**config.mk**
```make
export PLATFORM = sky130hd
export DESIGN_NAME = cache_way_lookup
export DESIGN_NICKNAME = d
export VERILOG_FILES = /design/src/rtl/cache_way_lookup.sv
export SDC_FILE = /design/constraint.sdc
export NUM_CORES = 1
export LEC_CHECK = 0
export CAP_MARGIN = 10
export CORE_ASPECT_RATIO = 0.9
export CORE_MARGIN = 5
export CORE_UTILIZATION = 35
export CTS_CLUSTER_DIAMETER = 150
export DETAILED_ROUTE_END_ITERATION = 6
export GPL_TIMING_DRIVEN = 0
export PLACE_DENSITY_LB_ADDON = 0.15
export SLEW_MARGIN = 20
export SYNTH_ARGS = -nofsm -noshare
export SYNTH_HDL_FRONTEND = slang
export SYNTH_SLANG_ARGS = --single-unit
```
**constraint.sdc**
```tcl
create_clock -name clk -period 2.6 [get_ports clk]
set_clock_uncertainty 0.1 [all_clocks]
set_input_delay 0.52 -clock clk [delete_from_list [all_inputs] [get_ports clk]]
set_output_delay 0.52 -clock clk [all_outputs]
set_load 0.1 [all_outputs]
```
**src/rtl/cache_way_lookup.sv**
```systemverilog
// Tag lookup and FIFO replacement core for a 2-way set-associative cache.
// Partial (halt) tags are compared for every index; the indexed result gates the main-tag compare.
module cache_way_lookup #(
  parameter int NUM_IDX = 8,
  parameter int HALT_W  = 4,
  parameter int MAIN_W  = 20,
  parameter int IDX_W   = $clog2(NUM_IDX)
) (
  input  logic                      clk,
  input  logic                      reset,
  input  logic [IDX_W-1:0]          addr_index,
  input  logic [HALT_W-1:0]         addr_halt,
  input  logic [MAIN_W-1:0]         addr_main,
  input  logic [NUM_IDX*HALT_W-1:0] w0_halt_tags,
  input  logic [NUM_IDX*HALT_W-1:0] w1_halt_tags,
  input  logic [MAIN_W-1:0]         w0_main_tag,
  input  logic [MAIN_W-1:0]         w1_main_tag,
  input  logic                      w0_valid,
  input  logic                      w1_valid,
  output logic [NUM_IDX-1:0]        w0_halt_eq,
  output logic [NUM_IDX-1:0]        w1_halt_eq,
  output logic                      way_hit0,
  output logic                      way_hit1,
  output logic                      hit,
  output logic                      rd_way,
  output logic                      repl_way
);

  logic               eq_idx_w0;
  logic               eq_idx_w1;
  logic               main_hit_w0;
  logic               main_hit_w1;
  logic [NUM_IDX-1:0] ptr;
  logic [NUM_IDX-1:0] ptr_next;

  // Every index is compared in parallel so the halt result is ready before the index mux settles.
  for (genvar i = 0; i < NUM_IDX; i++) begin : g_halt_cmp
    assign w0_halt_eq[i] = (addr_halt == w0_halt_tags[i*HALT_W +: HALT_W]);
    assign w1_halt_eq[i] = (addr_halt == w1_halt_tags[i*HALT_W +: HALT_W]);
  end

  assign eq_idx_w0 = w0_halt_eq[addr_index];
  assign eq_idx_w1 = w1_halt_eq[addr_index];

  // The halt match acts as the enable of the wide compare: a disabled compare reports no match.
  assign main_hit_w0 = eq_idx_w0 & (addr_main == w0_main_tag);
  assign main_hit_w1 = eq_idx_w1 & (addr_main == w1_main_tag);

  assign way_hit0 = main_hit_w0 & w0_valid;
  assign way_hit1 = main_hit_w1 & w1_valid;
  assign hit      = way_hit0 | way_hit1;
  // If both ways ever hit (corrupt tag state), way1 is selected deterministically.
  assign rd_way   = hit & way_hit1;

  assign repl_way = ptr[addr_index];

  // NOTE: assign the default first so every path writes ptr_next and no latch is inferred.
  always_comb begin
    ptr_next = ptr;
    if (!hit) begin
      ptr_next[addr_index] = ~ptr[addr_index];
    end
  end

  // Hits never move the pointer: replacement is FIFO, not LRU.
  always_ff @(posedge clk) begin
    if (reset) begin
      // NOTE: the pointer array is only NUM_IDX flops, so it is reset; large tag/data RAMs are not.
      ptr <= '0;
    end else begin
      // NOTE: sequential state uses non-blocking assignment so all flops update from pre-edge values.
      ptr <= ptr_next;
    end
  end

endmodule

```
==> results.md <==
Route:
- Across all layers, the routed design uses 2950 vias.
- Once detail routing completed, the nets flagged for antenna violations numbered 0.
- Using the TritonRoute via totals, the vias-per-cell ratio works out to 5.830.
- The number of search-and-repair iterations in the first detailed-routing pass is 5.
- The mean routed wirelength per cell is between 20 and 30 um.
- After detailed routing, the total wire length is between 10 and 15 mm.
- The DRC violations left is 0.
- The iteration-0 DRC count of the detailed router is 209.

Synthesis:
- Counting flops and latches in the post-synthesis netlist gives 8.
- The post-synthesis instance area is a little over 0.002 mm2.
- Yosys mapped a number of flops with a built-in enable equal to 0.
- In the synthesized netlist the async set-or-reset flop fraction comes to 0%.
- Synthesis produced a netlist with a net count of between 300 and 400.
- The number of instances in the synthesized netlist is between 200 and 250.
- Yosys mapped the design onto slightly below 50 distinct sky130hd cell types.
- The count of synthesis-stage warnings from yosys is 0.
- The most used flip-flop cell after synthesis is sky130_fd_sc_hd__dfxtp_1.
- A synthesized cell averages 8.923 um2.
- The share of the Yosys chip area taken by registers is between 7 and 8%.

Floorplanning:
- The floorplan step set the die width to 90.37 um.
- Row generation in the floorplan step produced 26 rows.
- The floorplan step defined a die boundary enclosing 0.007440 mm2.
- The effective utilization at floorplan is 35.94%.
- The total area inside the core boundary comes to 0.005660 mm2.
- The height of the die is approximately 80 um.
- In this run the count of I/O pins placed on the die edge is 156.

Timing:
- The shortest clock period the worst path allows after layout is between 3 and 4 ns.
- The worst max-slew margin expressed relative to the limit is around 63%.
- The final-report hold violation count is 0.
- The transition time at the pin with the least slew margin is 0.5522 ns.
- The max-slew violation total from the final report is 0.
- Setup repair after global routing could not meet its margin everywhere.
- The final setup violation count is 15.
- Setup slack on the critical path of the routed design comes to -0.5636 ns.
- After layout, the worst path uses 121.7% of the clock period.
- After routing, the total negative slack on setup checks comes to -3.927 ns.
- Static timing analysis puts the maximum clock frequency at 316.1 MHz.

Place:
- During placement, the flow inserted port buffers numbering about 150.
- Summed over all nets, the half-perimeter wirelength after detailed placement is 6.864 mm.
- The final weighted congestion of routability-driven global placement is 0.8398.
- The placed standard-cell area is 0.003955 mm2.

Clocking:
- After clock tree synthesis, the clock-pin slew on the worst setup and hold paths is ~0.050 ns.
- The clock latency of the later-clocked register in the worst-skew pair is roughly 0.23 ns.
- The number of buffers on the longest clock path is 2.
- After clock tree synthesis, the flow added hold-fix buffers numbering 0.
- The clock buffer count from CTS is 3.
- The CTS H-tree depth is 1.
- The CTS root buffer is sky130_fd_sc_hd__clkbuf_8.
- The clock sink count is 8.
- The CTS tree is built.

Run:
- The number of max-cap violations is 0.

Setup path:
- The endpoint of the worst setup timing path is hit.
- The worst reg2reg path depth is 5.
- The kind of start point of the critical path is a primary input.
- The delay contributed by the slowest stage of the critical path is ~0.43 ns.
- The number of buffers and inverters on the critical path is 2.
- By startpoint and endpoint, the worst setup path is classified as in -> out.
- The number of stages on the worst setup path is 7.
- The critical path's slowest cell is sky130_fd_sc_hd__clkdlybuf4s50_1.
- On the critical path the largest part of the delay comes from simple AND/OR/NAND/NOR gates.
- The worst endpoint required time is just under 2 ns.
- STA classifies the critical path endpoint as an output port.
- The data arrival time of the critical path is 2.54 ns.
- In this run the critical register-to-register path is captured at ptr[1].
- The worst setup slack for register-to-register paths is between 0.7 and 0.8 ns.
- The start of the worst register-to-register path is ptr[5].
- Walking the worst path, the cells encountered are clkdlybuf4s50_1, xnor2_1, nand4_1, nor2_1, nand4b_4, o22ai_4, buf_12.
- The maximum fanout count along the critical path is 3.
- The source of the critical timing path is w0_main_tag[15].

Status:
- The final reports fail on setup timing.
- The flow ran to the end, but the final reports show violations.

GRT:
- The overall global routing resource usage is 25.33%.
- The number of global-route vias before repair is 2860.
- Entering global routing, the biggest net connects 11 pins.
- The first global-routing pass estimated 14.68 mm of wire.
- The sum of overflow across all layers after global routing is 0.
- The initial antenna violation count is 0.

Finish:
- In the layout the commonest cells are sky130_fd_sc_hd__dlygate4sd2_1, sky130_fd_sc_hd__buf_4, sky130_fd_sc_hd__xor2_2.
- Counting flops per register, the top entry is ptr.
- In the final layout, the registers with the most flip-flops are ptr: 8 flops.
- From synthesis to final layout, the design area changed by 157.3%.
- Once layout is done, the placed cells without fillers occupy 0.005234 mm2.
- The flip-flop count of the largest register after layout is 8.
- The fraction of layout cells with a size suffix above 1 is between 50% and 60%.
- At the end of the flow, the number of nets in the layout was roughly 570.
- The most common cell after layout, fill and taps aside is sky130_fd_sc_hd__dlygate4sd2_1.
- The antenna diode count is 0.

Power:
- For this design the ratio of total power to cell area is 238.5 mW/mm2.
- The leakage power is 2.366 nW.
- Across the VDD grid, the largest voltage drop is 0.0004386 V.

Hold path:
- The path category of the worst min-delay check is reg -> reg.
## metal layers
metal	global-route usage (%)	wire length, um
met5	0	0
met4	8.036	825
met3	7.518	1054
met2	50.44	7199
met1	25.67	4215
## what timing repair did
action,4_1_cts,5_1_grt
cloned,2,1
pin swaps,47,52
endpoints found under the setup margin,29,19
setup buffers,36,17
resized for setup,263,93
## cell usage after synthesis, types with 2 or more instances
library cell | n | area share (%)
sky130_fd_sc_hd__or4_1 | 5 | 1.8
sky130_fd_sc_hd__o41ai_1 | 2 | 0.86
sky130_fd_sc_hd__dfxtp_1 | 8 | 7.9
sky130_fd_sc_hd__nand2_1 | 8 | 1.5
sky130_fd_sc_hd__inv_1 | 3 | 0.55
sky130_fd_sc_hd__mux4_2 | 2 | 2.2
sky130_fd_sc_hd__nor4_2 | 2 | 1.2
sky130_fd_sc_hd__nand4_1 | 10 | 3.1
sky130_fd_sc_hd__nor4_4 | 2 | 2.1
sky130_fd_sc_hd__clkbuf_8 | 2 | 1.4
sky130_fd_sc_hd__buf_6 | 4 | 2.2
sky130_fd_sc_hd__xnor2_1 | 25 | 11
sky130_fd_sc_hd__o31ai_1 | 5 | 1.8
sky130_fd_sc_hd__nor3_1 | 5 | 1.2
sky130_fd_sc_hd__xor2_1 | 79 | 34
sky130_fd_sc_hd__nor2_1 | 6 | 1.1
sky130_fd_sc_hd__nand3_1 | 4 | 0.98
sky130_fd_sc_hd__nor4_1 | 17 | 5.2
sky130_fd_sc_hd__a21oi_1 | 7 | 1.7
sky130_fd_sc_hd__buf_12 | 3 | 3.0
## cell type report
class                      instances  area (um2)
clock buffer                       3       41.29
fill                             183       426.7
buffer                            13       226.5
tap                               70       87.58
sequential                         8       160.2
multi-input combinational        204        2695
inverter                           3       11.26
timing repair buffer             205        2012
## power by group
group	internal [W]	switching [W]	leakage (nW)
combinational	0.000439	0.000515	2.28
sequential	0.000130	0.00000463	0.0654
clock	0.000101	0.0000587	0.0216
total	0.000670	0.000579	2.37
## worst reg2reg max path, delay by kind of cell, from the launching register on
| kind | cells | cell delay (ns) |
|---|---|---|
| simple gates | 3 | 0.72 |
| mux | 1 | 0.53 |
| flops | 1 | 0.33 |
| compound gates | 1 | 0.13 |
## kinds of logic (layout without fill, tap and decap cells)
| logic type | Yosys count | after routing | share of synthesized area, % |
|---|---|---|---|
| xor gates and xnor gates | 104 | 104 | 44.77 |
| DFF | 8 | 8 | 7.872 |
| AOI/OAI and AO/OA | 27 | 27 | 12.36 |
| muxes | 4 | 4 | 3.259 |
| and+or+nand+nor | 69 | 69 | 22.94 |
| buffers and inverters | 16 | 224 | 8.794 |
## worst min-delay path by stage
stage | startpoint | endpoint | depth (start not counted)
after floorplan | ptr[5] | ptr[5] | 2
after global placement | ptr[3] | ptr[3] | 2
after detailed placement | ptr[5] | ptr[5] | 2
after CTS | ptr[5] | ptr[5] | 2
after global routing | ptr[7] | ptr[7] | 2
final | ptr[7] | ptr[7] | 2
## metrics by stage
step / hold slack [ns] / worst slack [ns] / util [%] / cells / power [W]
detailed placement: 0.3629 / -1.678 / 69.87 / 447 / 0.0008652
global route: 0.3912 / -0.6789 / 92.46 / 506 / 0.001290
global placement: 0.3509 / -1.628 / 69.87 / 447 / 0.0008515
CTS: 0.3689 / -0.2507 / 83.60 / 488 / 0.001112
finish: 0.3829 / -0.5636 / 92.46 / 506 / 0.001248
floorplan: 0.3451 / -1.363 / - / 228 / 0.0005665
Power figures use the tool's default switching activity.
